===== config.mk =====
export PLATFORM = sky130hd
export DESIGN_NAME = alu_arbiter
export DESIGN_NICKNAME = d
export VERILOG_FILES = /design/src/rtl/alu_arbiter.sv
export SDC_FILE = /design/constraint.sdc
export NUM_CORES = 1
export LEC_CHECK = 0
export CORE_UTILIZATION = 40
export CTS_BUF_LIST = sky130_fd_sc_hd__clkbuf_4
export DETAILED_ROUTE_END_ITERATION = 12
export GPL_ROUTABILITY_DRIVEN = 0
export PLACE_DENSITY = 0.8
export SLEW_MARGIN = 20
export SYNTH_ARGS = -nofsm -noshare
export SYNTH_HDL_FRONTEND = slang
export SYNTH_SLANG_ARGS = --single-unit

===== constraint.sdc =====
create_clock -name clk -period 4.9 [get_ports clk]
set_input_delay 1.225 -clock clk [delete_from_list [all_inputs] [get_ports clk]]
set_output_delay 1.225 -clock clk [all_outputs]
set_load 0.05 [all_outputs]

===== src/rtl/alu_arbiter.sv =====
// Round-robin arbiter and sequencer for the shared 32-bit ALU: two requesters,
// one transaction in flight, results returned on per-requester response channels.
module alu_arbiter #(
  parameter int unsigned PRIORITY_RESET = 0
) (
  input  logic        clk,
  input  logic        rst,
  input  logic        req_valid_0,
  input  logic        req_valid_1,
  output logic        req_ready_0,
  output logic        req_ready_1,
  input  logic [31:0] req_a_0,
  input  logic [31:0] req_a_1,
  input  logic [31:0] req_b_0,
  input  logic [31:0] req_b_1,
  input  logic [3:0]  req_ctrl_0,
  input  logic [3:0]  req_ctrl_1,
  output logic        rsp_valid_0,
  output logic        rsp_valid_1,
  input  logic        rsp_ready_0,
  input  logic        rsp_ready_1,
  output logic [31:0] rsp_y,
  output logic        rsp_zero,
  output logic [31:0] alu_a,
  output logic [31:0] alu_b,
  output logic [3:0]  alu_control,
  input  logic [31:0] alu_y,
  input  logic        alu_zero,
  output logic        busy
);

  typedef enum logic [1:0] {
    IDLE = 2'd0,
    EXEC = 2'd1,
    RESP = 2'd2
  } state_e;

  localparam logic PRIO_INIT = (PRIORITY_RESET != 0);

  state_e      state_q, state_d;
  logic        prio_q, prio_d;
  logic        owner_q, owner_d;
  logic [31:0] a_q, a_d;
  logic [31:0] b_q, b_d;
  logic [3:0]  ctrl_q, ctrl_d;
  logic [31:0] y_q, y_d;
  logic        zero_q, zero_d;

  logic        winner;
  logic        win_valid;
  logic        accept;
  logic        rsp_fire;

  // A lone valid requester wins outright; the pointer only breaks ties.
  always_comb begin
    winner = prio_q;
    if (req_valid_0 && !req_valid_1) begin
      winner = 1'b0;
    end else if (req_valid_1 && !req_valid_0) begin
      winner = 1'b1;
    end
    win_valid = winner ? req_valid_1 : req_valid_0;
    accept    = (state_q == IDLE) && win_valid;
    rsp_fire  = (state_q == RESP) && (owner_q ? rsp_ready_1 : rsp_ready_0);
  end

  always_ff @(posedge clk or posedge rst) begin
    if (rst) begin
      state_q <= IDLE;
    end else begin
      state_q <= state_d;
    end
  end

  always_comb begin
    state_d = state_q;
    unique case (state_q)
      IDLE:    if (accept)   state_d = EXEC;
      EXEC:                  state_d = RESP;
      RESP:    if (rsp_fire) state_d = IDLE;
      default:               state_d = IDLE;
    endcase
  end

  always_comb begin
    prio_d  = prio_q;
    owner_d = owner_q;
    a_d     = a_q;
    b_d     = b_q;
    ctrl_d  = ctrl_q;
    y_d     = y_q;
    zero_d  = zero_q;
    if (accept) begin
      owner_d = winner;
      a_d     = winner ? req_a_1    : req_a_0;
      b_d     = winner ? req_b_1    : req_b_0;
      ctrl_d  = winner ? req_ctrl_1 : req_ctrl_0;
    end
    if (state_q == EXEC) begin
      y_d    = alu_y;
      zero_d = alu_zero;
    end
    if (rsp_fire) begin
      prio_d = ~owner_q;
    end
  end

  always_ff @(posedge clk or posedge rst) begin
    if (rst) begin
      prio_q  <= PRIO_INIT;
      owner_q <= 1'b0;
      a_q     <= '0;
      b_q     <= '0;
      ctrl_q  <= '0;
      y_q     <= '0;
      zero_q  <= 1'b0;
    end else begin
      prio_q  <= prio_d;
      owner_q <= owner_d;
      a_q     <= a_d;
      b_q     <= b_d;
      ctrl_q  <= ctrl_d;
      y_q     <= y_d;
      zero_q  <= zero_d;
    end
  end

  always_comb begin
    req_ready_0 = (state_q == IDLE) && !winner;
    req_ready_1 = (state_q == IDLE) && winner;
    rsp_valid_0 = (state_q == RESP) && !owner_q;
    rsp_valid_1 = (state_q == RESP) && owner_q;
    busy        = (state_q != IDLE);
    alu_a       = a_q;
    alu_b       = b_q;
    alu_control = ctrl_q;
    rsp_y       = y_q;
    rsp_zero    = zero_q;
  end

endmodule


### Yosys cells after proc, flatten, opt, wreduce, memory -nomap -nowiden

Index checks and enable logic that the tools add are counted.

* flip-flop bits (word level): 105
* input port bits: 175
* output and inout bits: 106
* logic and storage cells: 38

* equal/unequal tests: 4
* muxes and demuxes: 10
* bitwise operators: 1
* reductions and logical operators: 15

Operator list (count)
* two-way mux 32 bit: 2
* logical AND 1 bit: 8
* case mux 2 bit (3 select lines): 1
* zero test 1 bit: 4
* two-way mux 1 bit: 4
* two-way mux 2 bit: 2
* two-way mux 4 bit: 1
* != test 2 bit, second input constant: 2
* == test 2 x 1 -> 1 bit, second input constant: 1
* == test 2 bit, second input constant: 1
* zero test 2 bit: 1
* AND reduction 2 bit: 1
* nonzero test 2 bit: 1
* inverter 1 bit: 1

### Depth between registers and ports, before layout

* depth after elaboration: 8
* depth in mapped cells: 6
* mapped depth without buffers: 4

### Worst setup path before layout

OpenSTA, ideal clock, no wires.

* path kind: input to output
* start point: in req_valid_0
* end point: out req_ready_0
* arrival time: 2429 ps
* data required time: 3675 ps
* path slack: 1246 ps
* stages on the path: 4
* path through: buf_4 inv_2 maj3_1 nor2_1

* word-level cells in the longest chain between the ends: 6

Ends and longest elaborated chain
* start: declaration: RTL line 8 `input logic req_valid_0,`
* zero test 1 bit: RTL line 59 `end else if (req_valid_1 && !req_valid_0) begin`
* logical AND 1 bit: RTL line 59
* two-way mux 1 bit: RTL line 59
* two-way mux 1 bit *: RTL line 57 `if (req_valid_0 && !req_valid_1) begin`
* zero test 1 bit *: RTL line 129 `req_ready_0 = (state_q == IDLE) && !winner;`
* logical AND 1 bit *: RTL line 129
* end: declaration: RTL line 10 `output logic req_ready_0,`

Mark *: on every way between the ends. The rest lies on a longest branch, timed or not.

### Worst setup path after layout

* start point: reg state_q[0]
* end point: out rsp_valid_0

* word-level cells in the longest chain between the ends: 2

Ends and longest elaborated chain
* start: declaration: RTL line 40 `state_e state_q, state_d;`
* start signal: assignment: RTL line 71 `state_q <= state_d;`
* == test 2 bit: RTL line 131 `rsp_valid_0 = (state_q == RESP) && !owner_q;`
* logical AND 1 bit: RTL line 131
* end: declaration: RTL line 18 `output logic rsp_valid_0,`

Every way passes these cells.

==> metrics.txt <==
status completed; Seq/Total Area, Yosys 47.1%; static leakage 3.29 nW; Post-Place Cells 902; Tmin final 3400 ps; Detailed Routing Iterations Pass 1 5; Mapped Cells 514; Compound-Gate Fraction of Synth Area 28.1%; mux cell area share after synthesis 8.62%; clk_lat worst skew 460 ps; total CTS buffers 9; Layout Nets 913; largest net degree at the start of global routing 77; worst rel slew slack 38.0%; Iteration-0 DRC Markers 524; drt drc 0; syn_area_per_cell 10.8 um^2; DR WL/cell 21.1 um; quantity of hold-fixing buffers added after cts 0; Setup Fix Bufs, Post-CTS 0; Post-Route WL 19400 um; Final Hold Viols 0; vias 5646; min-delay worst type flop to flop; Filler cells 1062; Yosys cell types 26; M3 GR Usage 5.18%; Die ar. 0.0144 mm^2; antenna violations before repair 0; most common cell after layout, fill and taps aside clkdlybuf4s50_1; met2 Use GR 42.8%; CP peak stage delay 830 ps; simple-gate share of the synthesized area 7.40%; WP data required 3670 ps; Max Buffers Root-to-Sink 2; max-slew violations 0; DIE WIDTH 120 um; grt ovf 0; crit share post-route 69.3%; mapped cell area 0.00558 mm^2; CTS sink cnt 105; post-synthesis adder-cell area fraction 0.179%; HPWL Detailed 12500 um; critical path type flop to output pin; largest family of logic cells by synthesized area compound AO/OA/AOI/OAI gates; CORE AREA 0.0134 mm^2; most frequent cells in the layout clkdlybuf4s50_1, o2111ai_1, dfrtp_1; placed cell areas 0.00824 mm^2; Max Cap Viol 0; Slew @ Worst Pin 930 ps; worst-path fanout max 4; post-CTS sizing 0; global-route wire length before repair 30000 um; fin cells 919; CTS clock-pin slew for the worst setup and hold paths 150 ps; H-tree levels 3; number of global-route vias before repair 5733; kind of capture point of the worst setup path output pin; synth warn 0; CP startpoint kind flop; worst vdd ir 0.370 mV; ant diodes 0; port bufs 280; Antenna Violating Nets Remaining 0; dpl ws 1500 ps; top-level I/O count 281; Fin Setup TNS 0 ps; CTS tree yes; setup ws final 1500 ps; die height 120 um; area grow syn2layout 50.9%; Setup Viol. Count Final 0; WP data arrival 2170 ps; row count 42; Finished Cell Area 0.00842 mm^2; Final Skew 12.1 ps; CTS root buf clkbuf_4; GRT Total Usage 26.5%; FF+latch count, synth 105; crit-path cells or2b_1 -> nor2_1 -> clkdlybuf4s50_1; met1 Use GR 33.9%; Via density 6.14; XOR/XNOR Fraction of Synth Area 0%; pwr dens 705 mW/mm^2; RSZ-0062 raised after global routing no; busiest layer in global routing met2; fraction of layout cells with a size suffix above 1 9.96%; syn_nets 689; slowest CP cell clkdlybuf4s50_1; maximum clock rate 0.294 GHz; initial core utilization 41.6%
final timing paths:
kind                                        startpoint                    end  slack [ps]  depth (start not counted)
max in group asynchronous                          rst   rsp_y[5]$_DFFE_PP0N_        2770                          3
worst max register to register  state_q[0]$_DFFE_PP0P_  alu_a[24]$_DFFE_PP0P_        2530                          5
worst min register to register   alu_b[13]$_DFFE_PP0P_  alu_b[13]$_DFFE_PP0P_         510                          2
worst min-delay path             alu_b[13]$_DFFE_PP0P_  alu_b[13]$_DFFE_PP0P_         510                          2
min in group asynchronous                          rst  rsp_y[30]$_DFFE_PP0N_        1290                          2
worst max-delay path            state_q[0]$_DFFE_PP0P_            rsp_valid_0        1500                          3
per-layer routing:
layer / wire length, um / share of wire, %
met1: 7870 / 41
met2: 9230 / 48
met3: 1670 / 8.6
met4: 625 / 3.2
met5: 0 / 0
report_power, final:
part	switching (W)	internal [W]	total, W
Clock	0.000295	0.000155	0.000449
Combinational	0.00257	0.00136	0.00394
Sequential	0.000255	0.00129	0.00155
synth_stat cells:
cell type,instances,area [um^2]
buf_2,10,50.1
maj3_1,1,10.0
nor2_4,2,22.5
inv_1,3,11.3
nand3_1,68,340
and3_2,1,7.51
o21ai_0,62,310
clkbuf_1,39,146
nor2_1,4,15.0
o21ai_1,9,45.0
nand2_1,2,7.51
o2111ai_1,136,1190
or2b_1,1,7.51
inv_2,4,15.0
nand2b_1,1,6.26
dfrtp_1,105,2630
a21oi_1,1,5.00
a31oi_1,1,6.26
and2_1,1,6.26
buf_6,4,45.0
buf_1,4,15.0
a32o_1,1,10.0
buf_12,3,60.1
mux2_4,29,435
buf_4,18,135
mux2_2,4,45.0
per-stage QoR:
| stage | hold slack (ps) | total power (W) | utilization, % |
|---|---|---|---|
| 2_1_floorplan | 515 | 0.00426 | - |
| 3_3_place_gp | 473 | 0.00540 | 61.5 |
| 3_5_place_dp | 479 | 0.00549 | 61.5 |
| 4_1_cts | 512 | 0.00594 | 62.6 |
| 5_1_grt | 541 | 0.00619 | 62.8 |
| 6_report | 510 | 0.00593 | 62.8 |
sequential cells by signal, summed over array words and instances, names as in the netlist:
register / count
owner_q: 1
state_q: 2
rsp_zero: 1
rsp_y: 32
alu_control: 4
alu_b: 32
alu_a: 32
prio_q: 1
worst max-delay path, delay by kind of cell (launching register included):
family	cells	cell delay, ps
flops	1	490
buf+inv	1	830
simple gates	2	400
area by class of cell:
cell class                      instances  area [um^2]  share of cell area, %
Inverter                                7         33.8                  0.401
Multi-Input combinational cell        324         2480                   29.5
Sequential cell                       105         2630                   31.2
Clock buffer                            9         67.6                  0.803
Clock inverter                          7         71.3                  0.847
Tap cell                              176          220                   2.62
Timing Repair Buffer                  291         2920                   34.6
logic make-up after synthesis:
| group | Yosys count |
|---|---|
| compound gates | 210 |
| flops | 105 |
| buf+inv | 85 |
| simple gates | 80 |
| mux | 33 |
| fa+ha+maj | 1 |
Power figures use the tool's default switching activity.
